## src/rtl/sae_core.sv

```systemverilog
// sae_core: single-cycle affine (mod 26) ASCII cipher with key/character validation.
// Optional build macro: SAE_SPACE_PASSTHRU_EN (space 0x20 passes through unchanged).
`default_nettype none

module sae_core (
    input  logic        clk,
    input  logic        rst_n,
    input  logic        mode,
    input  logic [7:0]  data_input,
    input  logic [15:0] key_input,
    input  logic        inputs_valid,
    output logic [7:0]  data_output,
    output logic        output_ready,
    output logic        err_invalid_ptxt_char,
    output logic        err_invalid_seckey,
    output logic        err_invalid_ctxt_char
);

    localparam logic [7:0]  PTXT_BASE = 8'h61;
    localparam logic [7:0]  PTXT_LAST = 8'h7A;
    localparam logic [7:0]  CTXT_BASE = 8'h41;
    localparam logic [7:0]  CTXT_LAST = 8'h5A;
    localparam logic [7:0]  SPACE     = 8'h20;
    localparam logic [11:0] MODULUS   = 12'd26;

    logic [7:0]  k1;
    logic [7:0]  k2;
    logic [4:0]  k1_inv;
    logic        k1_ok;
    logic        key_err;
    logic        is_space;
    logic        ptxt_err;
    logic        ctxt_err;
    logic [4:0]  idx;
    logic [11:0] enc_full;
    logic [11:0] dec_full;
    logic [4:0]  enc_idx;
    logic [4:0]  dec_idx;
    logic [7:0]  result;

    always_comb begin
        k1     = key_input[15:8];
        k2     = key_input[7:0];
        k1_inv = 5'd0;
        k1_ok  = 1'b1;
        case (k1)
            8'd1:    k1_inv = 5'd1;
            8'd3:    k1_inv = 5'd9;
            8'd5:    k1_inv = 5'd21;
            8'd7:    k1_inv = 5'd15;
            8'd9:    k1_inv = 5'd3;
            8'd11:   k1_inv = 5'd19;
            8'd15:   k1_inv = 5'd7;
            8'd17:   k1_inv = 5'd23;
            8'd19:   k1_inv = 5'd11;
            8'd21:   k1_inv = 5'd5;
            8'd23:   k1_inv = 5'd17;
            8'd25:   k1_inv = 5'd25;
            default: k1_ok  = 1'b0;
        endcase
        key_err = !k1_ok || (k2 > 8'd25);
    end

    always_comb begin
`ifdef SAE_SPACE_PASSTHRU_EN
        is_space = (data_input == SPACE);
`else
        is_space = 1'b0;
`endif
        ptxt_err = !mode && !is_space &&
                   !((data_input >= PTXT_BASE) && (data_input <= PTXT_LAST));
        ctxt_err = mode && !is_space &&
                   !((data_input >= CTXT_BASE) && (data_input <= CTXT_LAST));
    end

    // Index and arithmetic are only meaningful when both checks pass; the
    // output mux below zeroes the result otherwise.
    always_comb begin
        idx      = mode ? 5'(data_input - CTXT_BASE) : 5'(data_input - PTXT_BASE);
        enc_full = 12'(k1[4:0]) * 12'(idx) + 12'(k2[4:0]);
        dec_full = 12'(k1_inv) * (12'(idx) + MODULUS - 12'(k2[4:0]));
        enc_idx  = 5'(enc_full % MODULUS);
        dec_idx  = 5'(dec_full % MODULUS);

        if (key_err || ptxt_err || ctxt_err) begin
            result = 8'h00;
        end else if (is_space) begin
            result = SPACE;
        end else if (mode) begin
            result = PTXT_BASE + 8'(dec_idx);
        end else begin
            result = CTXT_BASE + 8'(enc_idx);
        end
    end

    always_ff @(posedge clk) begin
        if (!rst_n) begin
            data_output           <= 8'h00;
            output_ready          <= 1'b0;
            err_invalid_ptxt_char <= 1'b0;
            err_invalid_seckey    <= 1'b0;
            err_invalid_ctxt_char <= 1'b0;
        end else begin
            output_ready <= inputs_valid;
            if (inputs_valid) begin
                data_output           <= result;
                err_invalid_ptxt_char <= ptxt_err;
                err_invalid_seckey    <= key_err;
                err_invalid_ctxt_char <= ctxt_err;
            end
        end
    end

endmodule

`default_nettype wire

```

## config.mk

```make
export PLATFORM = sky130hd
export DESIGN_NAME = sae_core
export DESIGN_NICKNAME = d
export VERILOG_FILES = /design/src/rtl/sae_core.sv
export SDC_FILE = /design/constraint.sdc
export NUM_CORES = 1
export LEC_CHECK = 0
export CAP_MARGIN = 40
export CORE_MARGIN = 4
export CORE_UTILIZATION = 65
export DETAILED_ROUTE_END_ITERATION = 7
export HOLD_SLACK_MARGIN = 0.15
export PLACE_DENSITY = 0.85
export SETUP_SLACK_MARGIN = 0.3
export SYNTH_ARGS = -nofsm -noshare
export SYNTH_HDL_FRONTEND = slang
export SYNTH_SLANG_ARGS = --single-unit
```

## constraint.sdc

```tcl
create_clock -name clk -period 16.45 [get_ports clk]
set_input_delay 1.645 -clock clk [delete_from_list [all_inputs] [get_ports clk]]
set_output_delay 1.645 -clock clk [all_outputs]
set_load 0.01 [all_outputs]
```

After elaboration in Yosys (flattened, before gate mapping)
Cells that the tools add are included.
Word-level totals
  bits of input ports: 28
  ROM bits: 0
  memories: 0
  bits in writable memories: 0
  output and inout port bits: 12
  bits in registers: 12
  bits in latches: 0
Operators by class
  multiplexer cells: 5
  multiply operators: 2
  $add $sub $neg: 7
  $lt $le $gt $ge: 5
  bitwise logic cells: 0
  shift operators: 0
  div/mod/pow operators: 2
  reduce and logical (&&, ||, !) cells: 12
  equality and inequality tests: 12
Operator list (count)
  5-bit one-hot mux with 12 select lines: 1
  8-bit by 5-bit equality test with 1-bit output (second input constant): 5
  8-bit by 4-bit equality test with 1-bit output (second input constant): 3
  12-bit by 5-bit remainder unit with 12-bit output (second input constant): 2
  7-bit by 5-bit adder with 8-bit output (first input constant): 2
  8-bit by 3-bit equality test with 1-bit output (second input constant): 2
  8-bit by 7-bit >= comparator with 1-bit output (second input constant): 2
  8-bit by 7-bit <= comparator with 1-bit output (second input constant): 2
  8-bit two-way mux: 2
  6-bit by 7-bit multiplier with 12-bit output: 1
  12-bit OR reduction: 1
  10-bit by 5-bit adder with 11-bit output: 1
  5-bit by 5-bit multiplier with 10-bit output: 1
  5-bit by 1-bit subtractor with 5-bit output (second input constant): 2
  8-bit by 1-bit equality test with 1-bit output (second input constant): 1
  8-bit by 2-bit equality test with 1-bit output (second input constant): 1
  8-bit by 5-bit greater-than comparator with 1-bit output (second input constant): 1
  6-bit by 5-bit subtractor with 7-bit output: 1
  5-bit by 5-bit adder with 6-bit output (second input constant): 1
  5-bit two-way mux: 1
  1-bit logical AND: 4
  1-bit zero test: 4
  1-bit logical OR: 3
  1-bit two-way mux: 1

Longest topological paths before layout
  depth after elaboration: 9
  gate-level depth with buffers: 45

Least setup slack after synthesis
OpenSTA, ideal clock, no wires.
  path type: in2reg
  start: input data_input[0]
  end: register data_output[4]
  stages on the path: 41
  path slack: 5.636 ns
  setup time: 0.117 ns
  data required time: 16.333 ns
  arrival time: 10.697 ns
  cell sequence: inv_1 -> ha_1 -> ha_1 -> inv_1 -> ha_1 -> fa_1 -> a21o_1 -> a21oi_1 -> xor2_1 -> or2_2 -> nor2_1 -> fa_1 -> fa_1 -> inv_1 -> fa_1 -> inv_1 -> ha_1 -> o21a_1 -> (+5 left out) -> and2_1 -> buf_4 -> a2111oi_1 -> a311o_1 -> a221o_1 -> a2111o_1 -> o21a_1 -> buf_6 -> mux2i_1 -> a31oi_1 -> nand2_1 -> xnor2_1 -> ha_1 -> and4b_1 -> xnor2_1 -> a22oi_1 -> nand2_1 -> a32o_1
On the way
  longest elaborated chain between the ends: 9
  elaborated cells on any way between the ends: 26
  those cells by class: add/sub: 7; mul: 2; div: 2; order compare: 4; mux: 3; reduce/logical: 8
Ends and longest elaborated chain
  start, declared: line 9  | input logic [7:0] data_input,
  5-bit by 1-bit subtractor with 5-bit output: line 79  | idx = mode ? 5'(data_input - CTXT_BASE) : 5'(data_input - PTXT_BASE);
  5-bit two-way mux: line 79
  5-bit by 5-bit adder with 6-bit output: line 81  | dec_full = 12'(k1_inv) * (12'(idx) + MODULUS - 12'(k2[4:0]));
  6-bit by 5-bit subtractor with 7-bit output: line 81
  6-bit by 7-bit multiplier with 12-bit output: line 81
  12-bit by 5-bit remainder unit with 12-bit output: line 83  | dec_idx = 5'(dec_full % MODULUS);
  7-bit by 5-bit adder with 8-bit output: line 90  | result = PTXT_BASE + 8'(dec_idx);
  8-bit two-way mux: line 89  | end else if (mode) begin
  8-bit two-way mux *: line 85  | if (key_err || ptxt_err || ctxt_err) begin
  end signal, assigned: line 106  | data_output <= result;
  end, declared: line 12  | output logic [7:0] data_output,
Mark *: on every way between the ends. The rest lies on a longest branch, timed or not.
A chain may end at the register's enable or synchronous reset.

Worst setup path in the final report
Ends and elaborated chain as after synthesis.

==> run_results.csv <==
group,metric,value,unit
sta,slew-limit-headroom,0.437,
detailed_routing,detailed_route_wl,17.0,mm
detailed_routing,drc,0,
floorplanning,pin_count,40,
sta,timing.setup.tns,0,ns
clock_tree,ctsLongestPathBuffers,2,
yosys,number_of_synthesized_flops_with_an_enable_pin,0,
critical_path,crit_slowest_cell,"sky130_fd_sc_hd__clkdlybuf4s50_1",
yosys,synth.net_count,981,
yosys,post_synth.cell_area_avg,7.58,µm²
yosys,synth_simple_gate_area_share,0.248,
yosys,synth.most_common_cell,"sky130_fd_sc_hd__inv_1",
flow_run,max_cap_violations,0,
layout,stdcell_count,1000,
yosys,ys.warnings.count,0,
yosys,synth_top_area_cell,"sky130_fd_sc_hd__ha_1",
critical_path,maximum_cell_stage_delay_along_the_critical_path,0.67,ns
critical_path,cp-start-kind,"primary input",
grt,largest_net_degree_at_the_start_of_global_routing,24,
detailed_routing,route.detailed.wl_per_inst,17.0,µm
layout,antenna_cells,0,
clock_tree,total_clock_buffers_created_by_cts,3,
yosys,largest_family_of_logic_cells_by_synthesized_area,"compound AO/OA/AOI/OAI gates",
detailed_routing,detailedRoute.firstIterationViolations,408,
sta,fin_crit_sh,0.772,
yosys,netlist_top_cells_count,"sky130_fd_sc_hd__inv_1 (74), sky130_fd_sc_hd__nor2_1 (62), sky130_fd_sc_hd__ha_1 (59)",
placement,gp_routability_congestion,0.936,
placement,post_place_instance_area,6920,µm²
sta,timing_worst_slew_pin_value,0.842,ns
critical_path,cp.arrival,12.84,ns
clock_tree,sink_count_of_the_clock_tree,12,
grt,overflow,0,
layout,num-nets-final,989,
yosys,yosys-top-cells-area,"sky130_fd_sc_hd__ha_1 (11%), sky130_fd_sc_hd__fa_1 (10%), sky130_fd_sc_hd__xnor2_1 (4.4%)",
clock_tree,cts.root.buffer_cell,"sky130_fd_sc_hd__clkbuf_8",
clock_tree,postCtsSetupRepairBufs,0,
layout,drive_above_1_share,0.0623,
clock_tree,holdBufCountCts,0,
grt,grt_pass1_wl,29.1,mm
yosys,multiplexer_area_fraction_after_synthesis,0.0346,
yosys,synth_async_sr_flop_share,0,
status,run_status,"finished clean",
sta,final-max-slew-violation-count,0,
sta,max_clock_freq,78.8,MHz
floorplanning,fp.dieW,108,µm
placement,buffers_added_on_ports,39,
yosys,proportion_of_netlist_area_held_by_the_largest_area_contributor,0.113,
layout,syn_to_final_growth,7.03,%
yosys,netlist_instances,860,
sta,post-route-min-period,12.70,ns
clock_tree,post_cts.resized_instances,0,
sta,final-hold-violation-count,0,
layout,fill_cells,800,
critical_path,criticalPathCategory,"in -> reg",
yosys,netlist_area,6520,µm²
yosys,post_synth_xor_area_fraction,0.0735,
yosys,fraction_of_the_mapped_netlist_area_in_compound_gates,0.310,
detailed_routing,via_count,6619,
sta,rsz0062_at_grt,"no",
sta,final_worst_hold_slack,0.450,ns
floorplanning,die_area,11700,µm²
clock_tree,clock_latency,0.24,ns
floorplanning,start_util,0.667,
sta,setup-violations-final,0,
critical_path,required,16.59,ns
detailed_routing,drt_first_pass_iters,7,
hold_path,hold_path_class,"reg -> reg",
hold_path,count_of_cells_along_the_worst_hold_path,2,
yosys,synth.ff_latch_count,12,
detailed_routing,post_drt_via_cell_ratio,6.62,
yosys,seq_area_frac_synth,0.0369,
floorplanning,core_region_area,9770,µm²
yosys,synth_flop_cell,"sky130_fd_sc_hd__dfxtp_1",
floorplanning,chipHeight,108,µm
grt,number_of_global_route_vias_before_repair,6263,
grt,number_of_antenna_violations_at_the_first_check_in_global_routing,0,
layout,area.sequential,240,µm²
grt,global_route.usage.total,0.295,
clock_tree,post_cts_clock_slew_at_the_launch_and_capture_registers_of_the_worst_setup_and_hold_paths,0.06,ns
critical_path,cp-end-kind,"flip-flop",
layout,multiInputGateArea,5790,µm²
yosys,synth_cell_type_count,103,
clock_tree,cts_tree,"built",
critical_path,rr_worst_depth,2,
critical_path,crit_path_max_fanout,12,
placement,dp_cells,996,
layout,stdcell_area,6980,µm²
placement,dp_hpwl,13.6,mm
clock_tree,cts-htree-levels,1,
floorplanning,rows,36,
critical_path,crit_path_frequent_cell,"sky130_fd_sc_hd__ha_1",
sta,skew,0,ns
yosys,adder_and_majority_gate_portion_of_the_synthesized_area,0.222,
detailed_routing,route.antenna.remaining_nets,0,
per-stage QoR:
step | util | setup WS, ns
floorplan | - | 5.64
global placement | 0.706 | 4.23
detailed placement | 0.708 | 3.71
CTS | 0.714 | 3.94
global route | 0.714 | 3.07
finish | 0.714 | 3.75
critical path: cells and delay by family:
kind | cells | cell delay, ns
AOI/OAI and AO/OA | 14 | 4.38
adders and majority gates | 8 | 3.01
and+or+nand+nor | 8 | 2.07
buffers and inverters | 4 | 0.91
xor gates and xnor gates | 3 | 0.64
muxes | 1 | 0.19
cells in the final DEF, fill, tap and decap left out, types with 12 or more instances in the layout:
master	count
sky130_fd_sc_hd__fa_1	34
sky130_fd_sc_hd__ha_1	59
sky130_fd_sc_hd__and2_1	14
sky130_fd_sc_hd__nor3_1	28
sky130_fd_sc_hd__nor2_1	62
sky130_fd_sc_hd__a21oi_1	36
sky130_fd_sc_hd__nor4_1	18
sky130_fd_sc_hd__dfxtp_1	12
sky130_fd_sc_hd__inv_1	74
sky130_fd_sc_hd__a211oi_1	15
sky130_fd_sc_hd__o21ai_0	27
sky130_fd_sc_hd__nor2b_1	27
sky130_fd_sc_hd__nand2b_1	15
sky130_fd_sc_hd__xnor2_1	33
sky130_fd_sc_hd__nand3_1	36
sky130_fd_sc_hd__o211ai_1	15
sky130_fd_sc_hd__mux2i_1	14
sky130_fd_sc_hd__nand2_1	56
sky130_fd_sc_hd__xor2_1	13
sky130_fd_sc_hd__a21o_1	15
sky130_fd_sc_hd__clkdlybuf4s50_1	39
layout make-up:
type | instances | area share
Sequential cell | 12 | 0.0344
Timing Repair Buffer | 46 | 0.0635
Tap cell | 133 | 0.0239
Clock buffer | 4 | 0.00789
Multi-Input combinational cell | 730 | 0.830
Inverter | 75 | 0.0404
sequential cells by signal (all words and copies together) (netlist names):
name                   cells
err_invalid_ctxt_char      1
data_output                8
err_invalid_seckey         1
err_invalid_ptxt_char      1
output_ready               1
path summary, 6_finish.rpt:
| check | end | startpoint | slack (ns) |
|---|---|---|---|
| worst min register to register | data_output[5] | data_output[5] | 0.45 |
| worst max-delay path | data_output[4] | data_input[0] | 3.75 |
| worst max register to register | data_output[7] | data_output[7] | 15.67 |
| worst min-delay path | data_output[5] | data_output[5] | 0.45 |
metal layers:
| metal | GRT usage | up-vias | wire length (µm) |
|---|---|---|---|
| met3 | 0.0376 | 29 | 1090 |
| met1 | 0.406 | 3116 | 7580 |
| met2 | 0.496 | 275 | 7990 |
| li1 | - | 3199 | - |
| met5 | 0 | - | 0 |
| met4 | 0.0622 | 0 | 310 |
logic make-up (layout without fill, tap and decap cells):
| family | count (synthesis) | count (layout) |
|---|---|---|
| multiplexers | 21 | 21 |
| buffers and inverters | 118 | 125 |
| XOR/XNOR | 50 | 50 |
| AND/OR/NAND/NOR | 307 | 307 |
| adder cells (fa/ha/maj) | 96 | 96 |
| flip-flops | 12 | 12 |
| AO/OA/AOI/OAI | 256 | 256 |
Power is left out: the tool's default activity adds up to more than one toggle a clock period on the data nets, which glitch-free logic cannot reach.
